File: src/rtl/adc_sequencer.sv
// Conversion scheduler for the 10-bit serial ADC interface: periodic or one-shot requests,
// result capture and optional 2^AVG_LOG2 averaging (compiled in with `define ADC_SEQ_AVG_EN).
module adc_sequencer #(
  parameter int unsigned PERIOD   = 1000,
  parameter int unsigned AVG_LOG2 = 2,
  parameter int unsigned TIMEOUT  = 64
) (
  input  logic       clk,
  input  logic       rst,
  input  logic       enable,
  input  logic       trig,
  input  logic       clear_err,
  output logic       adc_start,
  input  logic       adc_done,
  input  logic [9:0] adc_dout,
  output logic       busy,
  output logic [9:0] sample,
  output logic       sample_valid,
  output logic       timeout_err,
  output logic       overrun
);

  localparam int unsigned DW = 10;
  localparam int unsigned PW = $clog2(PERIOD);
  localparam int unsigned TW = $clog2(TIMEOUT + 1);

  if (PERIOD < 32) begin : g_period_chk
    $error("adc_sequencer: PERIOD must be at least 32");
  end
  if (AVG_LOG2 > 6) begin : g_avg_chk
    $error("adc_sequencer: AVG_LOG2 must be in 0..6");
  end
  if (TIMEOUT < 1) begin : g_timeout_chk
    $error("adc_sequencer: TIMEOUT must be at least 1");
  end

  typedef enum logic [2:0] {
    S_IDLE    = 3'd0,
    S_REQ     = 3'd1,
    S_CONV    = 3'd2,
    S_CAPTURE = 3'd3,
    S_EMIT    = 3'd4
  } state_e;

  state_e        state_q;
  logic [PW-1:0] period_q, period_d;
  logic [TW-1:0] timer_q;
  logic [DW-1:0] sample_q;
  logic          pending_q;
  logic          adc_start_q;
  logic          busy_q;
  logic          sample_valid_q;
  logic          timeout_err_q;
  logic          overrun_q;
  logic          tick_c;
  logic          req_c;
  logic          start_c;
  logic          timeout_c;

`ifdef ADC_SEQ_AVG_EN
  localparam int unsigned AW = DW + AVG_LOG2;
  localparam int unsigned CW = AVG_LOG2 + 1;

  logic [AW-1:0] acc_q, acc_sum_c;
  logic [CW-1:0] count_q, count_inc_c;
  logic          last_c;

  assign acc_sum_c   = acc_q + AW'(adc_dout);
  assign count_inc_c = count_q + CW'(1);
  assign last_c      = (count_inc_c == CW'(1 << AVG_LOG2));
`endif

  // Period counter: free-runs while enabled, held at zero otherwise; tick on wrap.
  always_comb begin
    tick_c   = 1'b0;
    period_d = period_q;
    if (!enable) begin
      period_d = '0;
    end else if (period_q == PW'(PERIOD - 1)) begin
      period_d = '0;
      tick_c   = 1'b1;
    end else begin
      period_d = period_q + PW'(1);
    end
  end

  assign req_c     = tick_c | (trig & ~enable);
  assign start_c   = (state_q == S_IDLE) && (pending_q || req_c) && adc_done;
  assign timeout_c = (timer_q == TW'(TIMEOUT - 1));

  // A request arriving in the launch cycle is consumed directly, giving one cycle tick-to-start.
  always_ff @(posedge clk or posedge rst) begin
    if (rst) begin
      period_q  <= '0;
      pending_q <= 1'b0;
      overrun_q <= 1'b0;
    end else begin
      period_q <= period_d;
      if (start_c) begin
        pending_q <= 1'b0;
      end else if (req_c && !pending_q) begin
        pending_q <= 1'b1;
      end
      if (clear_err) begin
        overrun_q <= 1'b0;
      end
      if (req_c && pending_q) begin
        overrun_q <= 1'b1;
      end
    end
  end

  // Handshake state machine with registered outputs.
  always_ff @(posedge clk or posedge rst) begin
    if (rst) begin
      state_q        <= S_IDLE;
      timer_q        <= '0;
      adc_start_q    <= 1'b0;
      busy_q         <= 1'b0;
      sample_q       <= '0;
      sample_valid_q <= 1'b0;
      timeout_err_q  <= 1'b0;
`ifdef ADC_SEQ_AVG_EN
      acc_q          <= '0;
      count_q        <= '0;
`endif
    end else begin
      sample_valid_q <= 1'b0;
      if (clear_err) begin
        timeout_err_q <= 1'b0;
      end
      case (state_q)
        S_IDLE: begin
          if (start_c) begin
            state_q     <= S_REQ;
            adc_start_q <= 1'b1;
            busy_q      <= 1'b1;
            timer_q     <= '0;
          end
        end
        S_REQ: begin
          if (!adc_done) begin
            state_q     <= S_CONV;
            adc_start_q <= 1'b0;
            timer_q     <= '0;
          end else if (timeout_c) begin
            state_q       <= S_IDLE;
            adc_start_q   <= 1'b0;
            busy_q        <= 1'b0;
            timeout_err_q <= 1'b1;
`ifdef ADC_SEQ_AVG_EN
            acc_q         <= '0;
            count_q       <= '0;
`endif
          end else begin
            timer_q <= timer_q + TW'(1);
          end
        end
        S_CONV: begin
          if (adc_done) begin
            state_q <= S_CAPTURE;
          end else if (timeout_c) begin
            state_q       <= S_IDLE;
            adc_start_q   <= 1'b0;
            busy_q        <= 1'b0;
            timeout_err_q <= 1'b1;
`ifdef ADC_SEQ_AVG_EN
            acc_q         <= '0;
            count_q       <= '0;
`endif
          end else begin
            timer_q <= timer_q + TW'(1);
          end
        end
        S_CAPTURE: begin
`ifdef ADC_SEQ_AVG_EN
          acc_q   <= acc_sum_c;
          count_q <= count_inc_c;
          if (last_c) begin
            state_q        <= S_EMIT;
            sample_q       <= acc_sum_c[AW-1:AVG_LOG2];
            sample_valid_q <= 1'b1;
          end else begin
            state_q <= S_IDLE;
            busy_q  <= 1'b0;
          end
`else
          state_q        <= S_EMIT;
          sample_q       <= adc_dout;
          sample_valid_q <= 1'b1;
`endif
        end
        S_EMIT: begin
          state_q <= S_IDLE;
          busy_q  <= 1'b0;
`ifdef ADC_SEQ_AVG_EN
          acc_q   <= '0;
          count_q <= '0;
`endif
        end
        default: begin
          state_q     <= S_IDLE;
          adc_start_q <= 1'b0;
          busy_q      <= 1'b0;
        end
      endcase
    end
  end

  assign adc_start    = adc_start_q;
  assign busy         = busy_q;
  assign sample       = sample_q;
  assign sample_valid = sample_valid_q;
  assign timeout_err  = timeout_err_q;
  assign overrun      = overrun_q;

endmodule

File: config.mk
export PLATFORM = sky130hd
export DESIGN_NAME = adc_sequencer
export DESIGN_NICKNAME = d
export VERILOG_FILES = /design/src/rtl/adc_sequencer.sv
export SDC_FILE = /design/constraint.sdc
export NUM_CORES = 1
export LEC_CHECK = 0
export ABC_AREA = 1
export BUFFER_PORTS_ARGS = -buffer_cell sky130_fd_sc_hd__buf_2
export CAP_MARGIN = 20
export CORE_MARGIN = 3
export CORE_UTILIZATION = 55
export CTS_CLUSTER_DIAMETER = 100
export DETAILED_ROUTE_END_ITERATION = 16
export PLACE_DENSITY = 0.9
export SETUP_SLACK_MARGIN = 0.15
export SLEW_MARGIN = 40
export SYNTH_ARGS = -nofsm -noshare
export SYNTH_HDL_FRONTEND = slang
export SYNTH_SLANG_ARGS = --single-unit
File: constraint.sdc
create_clock -name clk -period 1.7 [get_ports clk]
set_clock_uncertainty 0.05 [all_clocks]
set_input_delay 0 -clock clk [delete_from_list [all_inputs] [get_ports clk]]
set_output_delay 0 -clock clk [all_outputs]
set_load 0.01 [all_outputs]
==> impl_metrics.toml <==
[synthesis]
synth-seq-cells = 36
synth.avg_cell_area_um2 = 8.11
syn_inst = 222
synth_area_um2 = 1800
synthAdderAreaFrac = 0.0139
synth_top_area_frac = 0.500
synth-xor-area-share = 0.0195
yosysUniqueCellTypes = 30
yosysMostFrequentCell = "nand2_1"
syn_nets = 240
yosys-top-cells-count = "66 x nand2_1, 36 x dfrtp_1, 19 x inv_1, 19 x nor2_1, 18 x nand3_1"
ys.flop_type = "dfrtp_1"
synth_compound_area_frac = 0.0813
muxShareOfSynthArea = 0
synth_edf_count = 0
yosysSeqAreaShare = 0.500
ys_async_sr_fraction = 1.00
ys_warn_count = 0
synth.area.top_cells = "dfrtp_1 50%, nand2_1 14%, nand3_1 5.0%"
synth-simple-area-share = 0.319
synth_top_family_by_area = "simple AND/OR/NAND/NOR gates"
yosysTopAreaCell = "dfrtp_1"

[setup_path]
path_delay_family = "simple AND/OR/NAND/NOR gates"
timing.rr.start = "period_q[1]"
critPathSlowestCell = "dfrtp_1"
r2r-end = "timer_q[0]"
startpoint_type = "flip-flop"
regToRegSetupSlack_ns = 0.09
critical_path_class = "flip-flop to flip-flop"
worstPathBufferInverterCount = 0
cp_max_fo = 7
slowest_delay_ns = 0.42
r2r_cells = 12
end_kind = "flip-flop"
cp_cell_sequence = "ha_4 -> nand3_2 -> nor2_1 -> nand2_1 -> nand2_2 -> nand2_2 -> nand2_2 -> nand2_4 -> nand2_8 -> nand2_8 -> nand2_1 -> nand2_1"
crit_arrival_ns = 1.81
critPathRequiredTime_ns = 1.90

[clocking]
clockBufferDepth = 2
cts_tree = "built"
numCtsBuffers = 5
path_clk_slew_ns = 0.11
insertion_delay_ns = 0.35
root_buffer = "clkbuf_4"
cts.sinks = 36
htree_levels = 2

[grt]
antenna_found_initial = 0
grt_pass1_wl_um = 7300
top_usage_layer = "met2"
gr-total-overflow = 0
track_usage = 0.233
grt_util_met1 = 0.279
first_global_vias = 1638
met3_usage = 0.0642
use_met2 = 0.401
grt_start_max_net_pins = 37

[timing]
fmax_mhz = 622
timing.final.max_slew_violations = 0
hold_viol = 0
finalWorstSetupSlack_ns = 0.0924
period_needed_ns = 1.61
rsz0062_at_grt = "true"
slew-limit-headroom = 0.707
worst_pin_slew_ns = 0.439
finalCritPeriodShare = 0.946
setup_viol = 0

[layout]
layout-drive-gt1-share = 0.310
multiInputGateArea_um2 = 875
seq_area_um2 = 902
fillers = 202
stdcell_count = 328
final_nets = 301
fin_util = 0.778
n_antenna_cell = 0
syn_to_final_growth_pct = 32.9

[route]
drtPass1Iterations = 4
detail-route-antenna-nets = 0
wl_per_cell_um = 14.0
drc_errors = 0
vias = 1750
viasPerCell = 5.34
detail_route.iter0.violations = 171
drt-total-wl_um = 4600

[floorplan]
die_h_um = 63.2
initial_core_util = 0.585
die_x_um = 63.2
rows = 20
core_um2 = 3080
dieArea_um2 = 4000
pin_count = 31

[flow_run]
drv_cap = 0

[pwr]
p_leak_uw = 0.00122
power_density_nw_per_um2 = 1400
irDropWorstVdd_v = 0.000660

[hold_path]
hold_path_class = "input pin to flip-flop"
min_to = "overrun"
whs_path_depth = 4
min_from = "trig"

[place]
pre_cts_ws_ns = 0.0161
port_buffers = 30
placed_cells = 298
routabilityCongestion = 0.843
dp_hpwl_um = 2590

[status]
status = "complete, no violations"
-- logic make-up (layout without fill, tap and decap cells) --
logic type,Yosys count,count (layout)
AOI/OAI and AO/OA,24,24
xor gates and xnor gates,4,4
adders and majority gates,2,2
buffers and inverters,29,90
DFF,36,36
and+or+nand+nor,127,128
-- flip-flops by register name (all words and copies together), names as in the netlist --
register      flops
pending_q         1
sample           10
busy              1
adc_start         1
sample_valid      1
timeout_err       1
timer_q           7
period_q         10
state_q           3
overrun           1
-- per-layer routing --
metal	share of wire	up-vias
met5	0	-
li1	-	836
met3	0.058	12
met1	0.40	834
met2	0.53	68
met4	0.020	0
-- how the worst max path moves through the flow --
stage                 from         end  depth (start not counted)  slack, ns
6_report       period_q[1]  timer_q[0]                         12       0.09
3_5_place_dp   period_q[0]  timer_q[6]                         12       0.02
3_3_place_gp   period_q[0]  timer_q[1]                         12       0.09
4_1_cts         state_q[2]  timer_q[5]                          9       0.14
5_1_grt         state_q[0]  timer_q[3]                          9    -0.0007
2_1_floorplan  period_q[0]   adc_start                         13       0.24
-- layout make-up --
cell class | instances | share of cell area
multi-input combinational | 158 | 0.365
tap | 44 | 0.0230
sequential | 36 | 0.377
inverter | 26 | 0.0408
timing repair buffer | 56 | 0.160
clock buffer | 5 | 0.0157
clock inverter | 3 | 0.0178
-- repair_timing --
item	4_1_cts	5_1_grt
gates resized for setup	4	18
cloned	1	0
endpoints found under the setup margin	9	20
hold endpoints to repair	51	0
hold buffers	14	0
pin swaps	1	7
setup buffers	6	1
-- power breakdown --
| group | switching (µW) | total [µW] | leakage (µW) | internal [µW] |
|---|---|---|---|---|
| Combinational | 980 | 1530 | 0.000708 | 555 |
| Clock | 295 | 601 | 0.0000412 | 306 |
| Sequential | 137 | 1210 | 0.000469 | 1080 |
-- layout by cell type, fill, tap and decap left out, types with 3 or more instances in the layout --
master	n
a21oi_1	7
inv_2	7
nand3_2	4
buf_2	30
nand2_2	12
o211ai_1	3
dlygate4sd3_1	14
nand2_1	59
xnor2_1	3
clkbuf_4	5
o21ai_0	5
inv_1	19
nor3_1	6
nor2_1	19
nor2_2	3
buf_4	11
nand3_1	14
o21ai_1	3
dfrtp_1	35
-- worst min-delay path: cells and delay by family --
kind	cells	cell delay [ns]
buffers and inverters	1	0.07
AND/OR/NAND/NOR	2	0.16
AO/OA/AOI/OAI	1	0.15
-- through the flow --
stage	total power [µW]	TNS [ns]	area [µm²]	hold slack, ns
6_report	3350	0	2390	0.0101
5_1_grt	3590	-0.000659	2390	0.0119
4_1_cts	3160	0	2320	0.0260
3_5_place_dp	2450	0	2020	0.0773
3_3_place_gp	2400	0	2020	0.0642
2_1_floorplan	2080	0	1800	0.0577
(Power assumes the default switching activity.)
